$ cat config.mk
export PLATFORM = sky130hd
export DESIGN_NAME = wb_lsu_master
export DESIGN_NICKNAME = d
export VERILOG_FILES = /design/src/rtl/wb_lsu_pkg.sv /design/src/rtl/wb_lsu_lane.sv /design/src/rtl/wb_lsu_master.sv
export SDC_FILE = /design/constraint.sdc
export NUM_CORES = 1
export LEC_CHECK = 0
export CORE_ASPECT_RATIO = 0.5
export CORE_MARGIN = 2
export CORE_UTILIZATION = 45
export DETAILED_ROUTE_END_ITERATION = 12
export GPL_TIMING_DRIVEN = 0
export PLACE_DENSITY_LB_ADDON = 0.12
export SLEW_MARGIN = 20
export SYNTH_ARGS = -nofsm -noshare
export SYNTH_HDL_FRONTEND = slang
export SYNTH_SLANG_ARGS = --single-unit
$ cat constraint.sdc
create_clock -name wb_clk_i -period 2.9 [get_ports wb_clk_i]
set_clock_uncertainty 0.1 [all_clocks]
set_input_delay 0.435 -clock wb_clk_i [delete_from_list [all_inputs] [get_ports wb_clk_i]]
set_output_delay 0.435 -clock wb_clk_i [all_outputs]
set_load 0.02 [all_outputs]
$ cat src/rtl/wb_lsu_pkg.sv
// Shared types and helpers for the Wishbone load/store initiator.
package wb_lsu_pkg;

  typedef enum logic [1:0] {BYTE = 2'd0, HALF = 2'd1, WORD = 2'd2} size_e;
  typedef enum logic [1:0] {OK = 2'd0, MISALIGN = 2'd1, BUSERR = 2'd2, TIMEOUT = 2'd3} cause_e;
  typedef enum logic [1:0] {IDLE = 2'd0, REQ = 2'd1, WAIT = 2'd2, RESP = 2'd3} state_e;

  // Size code 3 is reserved and behaves as a word access.
  function automatic logic is_misaligned(input logic [1:0] size, input logic [1:0] off);
    case (size)
      BYTE:    return 1'b0;
      HALF:    return off[0];
      default: return off != 2'b00;
    endcase
  endfunction

endpackage

$ cat src/rtl/wb_lsu_lane.sv
// Byte-lane logic: store select/replication and load alignment/extension.
module wb_lsu_lane
  import wb_lsu_pkg::*;
(
  input  logic [1:0]  st_size,
  input  logic [1:0]  st_off,
  input  logic [31:0] st_data,
  output logic [3:0]  sel,
  output logic [31:0] st_lanes,
  input  logic [1:0]  ld_size,
  input  logic [1:0]  ld_off,
  input  logic        ld_unsigned,
  input  logic [31:0] ld_raw,
  output logic [31:0] ld_data
);

  logic [31:0] shifted;

  always_comb begin
    sel      = 4'b1111;
    st_lanes = st_data;
    case (st_size)
      BYTE: begin
        sel      = 4'b0001 << st_off;
        st_lanes = {4{st_data[7:0]}};
      end
      HALF: begin
        sel      = 4'b0011 << st_off;
        st_lanes = {2{st_data[15:0]}};
      end
      default: ;
    endcase
  end

  always_comb begin
    shifted = ld_raw >> {ld_off, 3'b000};
    ld_data = shifted;
    case (ld_size)
      BYTE:    ld_data = {{24{~ld_unsigned & shifted[7]}}, shifted[7:0]};
      HALF:    ld_data = {{16{~ld_unsigned & shifted[15]}}, shifted[15:0]};
      default: ;
    endcase
  end

endmodule

$ cat src/rtl/wb_lsu_master.sv
// Single-outstanding pipelined Wishbone initiator for LSU load/store requests.
//   state | meaning
//   IDLE  | ready for a request, no bus activity
//   REQ   | cyc/stb asserted, waiting for the slave to take the strobe
//   WAIT  | strobe taken, cyc held until ack/err or timeout
//   RESP  | one-cycle response pulse to the LSU
module wb_lsu_master #(
  parameter int unsigned TIMEOUT_CYCLES = 255
) (
  input  logic        wb_clk_i,
  input  logic        wb_rst_ni,
  input  logic        req_valid_i,
  output logic        req_ready_o,
  input  logic        req_we_i,
  input  logic [31:0] req_addr_i,
  input  logic [31:0] req_wdata_i,
  input  logic [1:0]  req_size_i,
  input  logic        req_unsigned_i,
  output logic        rsp_valid_o,
  output logic [31:0] rsp_rdata_o,
  output logic [1:0]  rsp_cause_o,
  output logic        wb_cyc_o,
  output logic        wb_stb_o,
  output logic        wb_we_o,
  output logic [31:0] wb_adr_o,
  output logic [31:0] wb_dat_o,
  output logic [3:0]  wb_sel_o,
  input  logic        wb_stall_i,
  input  logic        wb_ack_i,
  input  logic        wb_err_i,
  input  logic [31:0] wb_dat_i
);
  import wb_lsu_pkg::*;

  localparam int CNT_W = $clog2(TIMEOUT_CYCLES + 1);
  localparam logic [CNT_W-1:0] TMO_MAX = CNT_W'(TIMEOUT_CYCLES);

  state_e           state;
  logic [CNT_W-1:0] tmo_cnt;
  logic [CNT_W-1:0] tmo_nxt;
  logic [1:0]       ld_size;
  logic [1:0]       ld_off;
  logic             ld_uns;
  logic [3:0]       lane_sel;
  logic [31:0]      lane_wdat;
  logic [31:0]      lane_rdata;
  logic             bus_done;
  logic             tmo_hit;

  wb_lsu_lane u_lane (
    .st_size     (req_size_i),
    .st_off      (req_addr_i[1:0]),
    .st_data     (req_wdata_i),
    .sel         (lane_sel),
    .st_lanes    (lane_wdat),
    .ld_size     (ld_size),
    .ld_off      (ld_off),
    .ld_unsigned (ld_uns),
    .ld_raw      (wb_dat_i),
    .ld_data     (lane_rdata)
  );

  // A stalled strobe was not taken, so any ack/err seen with it is ignored.
  assign bus_done = (wb_ack_i | wb_err_i) &
                    (((state == REQ) & ~wb_stall_i) | (state == WAIT));
  // tmo_nxt counts the current cycle, so cyc stays high exactly TIMEOUT_CYCLES cycles.
  assign tmo_nxt  = tmo_cnt + 1'b1;
  assign tmo_hit  = (tmo_nxt == TMO_MAX);

  always_ff @(posedge wb_clk_i) begin
    if (!wb_rst_ni) begin
      state       <= IDLE;
      req_ready_o <= 1'b1;
      rsp_valid_o <= 1'b0;
      rsp_rdata_o <= '0;
      rsp_cause_o <= '0;
      wb_cyc_o    <= 1'b0;
      wb_stb_o    <= 1'b0;
      wb_we_o     <= 1'b0;
      wb_adr_o    <= '0;
      wb_dat_o    <= '0;
      wb_sel_o    <= '0;
      tmo_cnt     <= '0;
      ld_size     <= '0;
      ld_off      <= '0;
      ld_uns      <= 1'b0;
    end else begin
      case (state)
        IDLE: begin
          if (req_valid_i) begin
            req_ready_o <= 1'b0;
            wb_we_o     <= req_we_i;
            wb_adr_o    <= {req_addr_i[31:2], 2'b00};
            wb_sel_o    <= lane_sel;
            wb_dat_o    <= lane_wdat;
            ld_size     <= req_size_i;
            ld_off      <= req_addr_i[1:0];
            ld_uns      <= req_unsigned_i;
            tmo_cnt     <= '0;
            if (is_misaligned(req_size_i, req_addr_i[1:0])) begin
              state       <= RESP;
              rsp_valid_o <= 1'b1;
              rsp_cause_o <= MISALIGN;
              rsp_rdata_o <= '0;
            end else begin
              state    <= REQ;
              wb_cyc_o <= 1'b1;
              wb_stb_o <= 1'b1;
            end
          end
        end
        REQ, WAIT: begin
          tmo_cnt <= tmo_nxt;
          if (bus_done) begin
            state       <= RESP;
            wb_cyc_o    <= 1'b0;
            wb_stb_o    <= 1'b0;
            rsp_valid_o <= 1'b1;
            rsp_cause_o <= wb_err_i ? BUSERR : OK;
            rsp_rdata_o <= (wb_err_i || wb_we_o) ? 32'h0 : lane_rdata;
          end else if (tmo_hit) begin
            state       <= RESP;
            wb_cyc_o    <= 1'b0;
            wb_stb_o    <= 1'b0;
            rsp_valid_o <= 1'b1;
            rsp_cause_o <= TIMEOUT;
            rsp_rdata_o <= '0;
          end else if (state == REQ && !wb_stall_i) begin
            state    <= WAIT;
            wb_stb_o <= 1'b0;
          end
        end
        RESP: begin
          state       <= IDLE;
          rsp_valid_o <= 1'b0;
          rsp_rdata_o <= '0;
          rsp_cause_o <= '0;
          req_ready_o <= 1'b1;
        end
        default: state <= IDLE;
      endcase
    end
  end

endmodule

==> flow_metrics.env <==
export IMPL_status="completed"
export IMPL_synth_cells=719
export IMPL_clk_latency_ps=410
export IMPL_leakage_nw=3.51
export IMPL_final_nets=1060
export IMPL_async_reset_ff_share_pct=0
export IMPL_internal_power_w=0.00481
export IMPL_worst_path_max_fanout=10
export IMPL_num_vias=5982
export IMPL_nFillCells=1039
export IMPL_ir_worst_vdd_v=0.000446
export IMPL_dieHeight_um=85.4
export IMPL_port_buffers=208
export IMPL_n_antenna_cell=0
export IMPL_cts_buffers_inserted=17
export IMPL_finalSetupViolations=0
export IMPL_core_sq_um=12800
export IMPL_grt_pass1_vias=5989
export IMPL_root_buffer="clkbuf_16"
export IMPL_gp_congestion=0.884
export IMPL_slew_headroom_pct=55.0
export IMPL_max_stage_delay_ps=430
export IMPL_p_sw_share_pct=33.1
export IMPL_first_iter_violations=506
export IMPL_final_core_util_pct=69.9
export IMPL_crit_slowest_cell="buf_1"
export IMPL_criticalPathCategory="reg2reg"
export IMPL_antenna_found_initial=0
export IMPL_clk_pin_slew_ps=50
export IMPL_ant_nets=0
export IMPL_die_w_um=167
export IMPL_crit_start="state[1]"
export IMPL_syn_avg_cell_area_sq_um=8.29
export IMPL_layout_area_overhead_vs_synth_pct=50.2
export IMPL_drt_pass1_iter_count=5
export IMPL_routed_wl_um=18800
export IMPL_synth_cell_type_count=47
export IMPL_vias_per_cell=5.29
export IMPL_drv_cap=0
export IMPL_drv_slew=0
export IMPL_rr_worst_depth=8
export IMPL_critical_path_startpoint_type="flop"
export IMPL_grt_max_degree=17
export IMPL_synth_edf_count=0
export IMPL_cp_common_cell="clkbuf_1"
export IMPL_overflow=0
export IMPL_die_area_sq_um=14200
export IMPL_rsz0062_at_grt="false"
export IMPL_ios=213
export IMPL_rr_endpoint="wb_sel_o[2]"
export IMPL_path_cells="inv_1 > ha_1 > clkbuf_1 > and2_1 > clkbuf_1 > clkbuf_1 > buf_1 > a31oi_1"
export IMPL_postCtsSetupBuffers=0
export IMPL_row_count=29
export IMPL_syn_cell_area_sq_um=5960
export IMPL_netSwitchingPower_w=0.00238
export IMPL_power_frac_comb_pct=36.4
export IMPL_p_clk_share_pct=34.5
export IMPL_required_ps=3070
export IMPL_p_total_w=0.00719
export IMPL_seqPwrFrac_pct=29.1
export IMPL_clock_fmax_mhz=389
export IMPL_hpwl_um=14100
export IMPL_place_ws_ps=57.5
export IMPL_fin_crit_ps=2570
export IMPL_setup_worst_path_end="wb_sel_o[2]"
export IMPL_htreeDepth=4
export IMPL_cts_buffer_depth=2
export IMPL_setup_ws_ps=329
export IMPL_ys_ff_latch=120
export IMPL_initial_core_util_pct=46.6
export IMPL_drc=0
export IMPL_arrival_ps=2740
export IMPL_worst_hold_slack_ps=334
export IMPL_synth_main_ff_cell="dfxtp_1"
export IMPL_clock_sinks=120
export IMPL_grt_pass1_wl_um=30000
export IMPL_cts_tree="built"
export IMPL_fin_tns_setup_ps=0
export IMPL_r2r_setup_slack_ps=330
export IMPL_track_usage_pct=26.7
export IMPL_wire_per_inst_um=16.7
export IMPL_worstMarginPinSlew_ps=676
export IMPL_drive_above_1_share_pct=5.73
export IMPL_period_share_pct=88.7
export IMPL_endpoint_kind="flop"
export IMPL_reg2reg_from="state[1]"
export IMPL_hold_violations=0
export IMPL_seq_area_frac_synth_pct=40.3
export IMPL_powerDensity_nw_per_um2=803
export IMPL_yosys_warnings=0
export IMPL_hold_class="in2reg"
## cell usage after synthesis (5+ instances only)
master	number	area (sq um)
a21boi_0	57	428
a21oi_1	17	85.1
clkbuf_1	45	169
dfxtp_1	120	2400
ha_1	7	87.6
inv_1	5	18.8
mux2_2	8	90.1
mux2i_1	70	701
nand2_1	206	773
nand3_1	28	140
nor2_1	9	33.8
nor2b_1	13	81.3
o211a_1	16	160
o211ai_1	12	90.1
o21ai_0	48	240
## worst max-delay path: cells and delay by family, from the launching register on
kind / cells / cell delay [ps]
compound gates: 1 / 130
fa+ha+maj: 1 / 140
buf+inv: 5 / 1530
flops: 1 / 360
simple gates: 1 / 180
## registers in the layout, summed over array words and instances (netlist names)
name / cells
rsp_rdata_o: 32
wb_dat_o: 32
wb_adr_o: 30
tmo_cnt: 8
wb_sel_o: 4
ld_off: 2
ld_size: 2
rsp_cause_o: 2
state: 2
ld_uns: 1
req_ready_o: 1
rsp_valid_o: 1
wb_cyc_o: 1
wb_stb_o: 1
wb_we_o: 1
## routing by layer
| metal | GRT usage (%) | part of all wire [%] |
|---|---|---|
| met1 | 31.5 | 41 |
| met2 | 46.4 | 48 |
| met3 | 9.28 | 9.4 |
| met4 | 7.99 | 1.7 |
| met5 | 0 | 0 |
## power by group through the flow
stage,Sequential (W),Combinational [W],Clock (W)
floorplan,0.00240,0.00131,0
global placement,0.00212,0.00256,0
detailed placement,0.00213,0.00259,0
CTS,0.00209,0.00262,0.00251
global route,0.00213,0.00283,0.00258
finish,0.00209,0.00261,0.00248
## worst min-delay path by stage
stage / from / to / depth (start not counted)
2_1_floorplan: ld_uns / ld_uns / 2
6_report: req_addr_i[0] / ld_off[0] / 3
5_1_grt: req_addr_i[0] / ld_off[0] / 3
4_1_cts: req_addr_i[0] / ld_off[0] / 3
3_3_place_gp: rsp_rdata_o[4] / rsp_rdata_o[4] / 2
3_5_place_dp: rsp_rdata_o[31] / rsp_rdata_o[31] / 2
## area by class of cell
cell class,instances,area (sq um),share of cell area (%)
Clock inverter,13,249,2.78
Tap cell,170,213,2.37
Sequential cell,120,2400,26.8
Clock buffer,19,443,4.94
Buffer,57,282,3.14
Multi-Input combinational cell,538,3270,36.5
Inverter,5,18.8,0.210
Timing Repair Buffer,208,2080,23.2
## cell families (layout without fill, tap and decap cells)
group	count (synthesis)	in the layout	synth area share (%)
AOI/OAI and AO/OA	165	165	19.0
adders and majority gates	7	7	1.47
buffers and inverters	62	302	5.04
DFF	120	120	40.3
muxes	79	79	13.6
other	1	2	0.0629
and+or+nand+nor	285	285	20.5
## layout by cell type, fill, tap and decap left out, types with 4 or more instances in the layout
cell type,synthesis,final
a21oi_1,17,17
nand2b_1,4,4
o211ai_1,12,12
mux2i_1,70,70
clkbuf_1,45,46
nor3_1,4,4
and2_1,4,4
nor2_1,9,9
o21ai_0,48,48
clkdlybuf4s50_1,0,208
nand3b_1,4,4
bufinv_16,0,7
o211a_1,16,16
a21boi_0,57,56
nand3_1,28,28
or3_1,4,4
mux2_2,8,8
ha_1,7,7
clkbuf_16,0,17
nor2b_1,13,13
nand2_1,206,206
dfxtp_1,120,120
inv_1,5,5
## metrics by stage
stage	cell area (sq um)	std cells
finish	8960	1130
floorplan	5970	720
CTS	8950	1130
detailed placement	8260	1098
global placement	8260	1098
global route	8960	1130
## repair_timing
action	CTS	global route
resized for setup	0	2
endpoints found under the setup margin	0	8
hold buffers	0	0
Note: power is estimated with default switching activity, not from simulation.
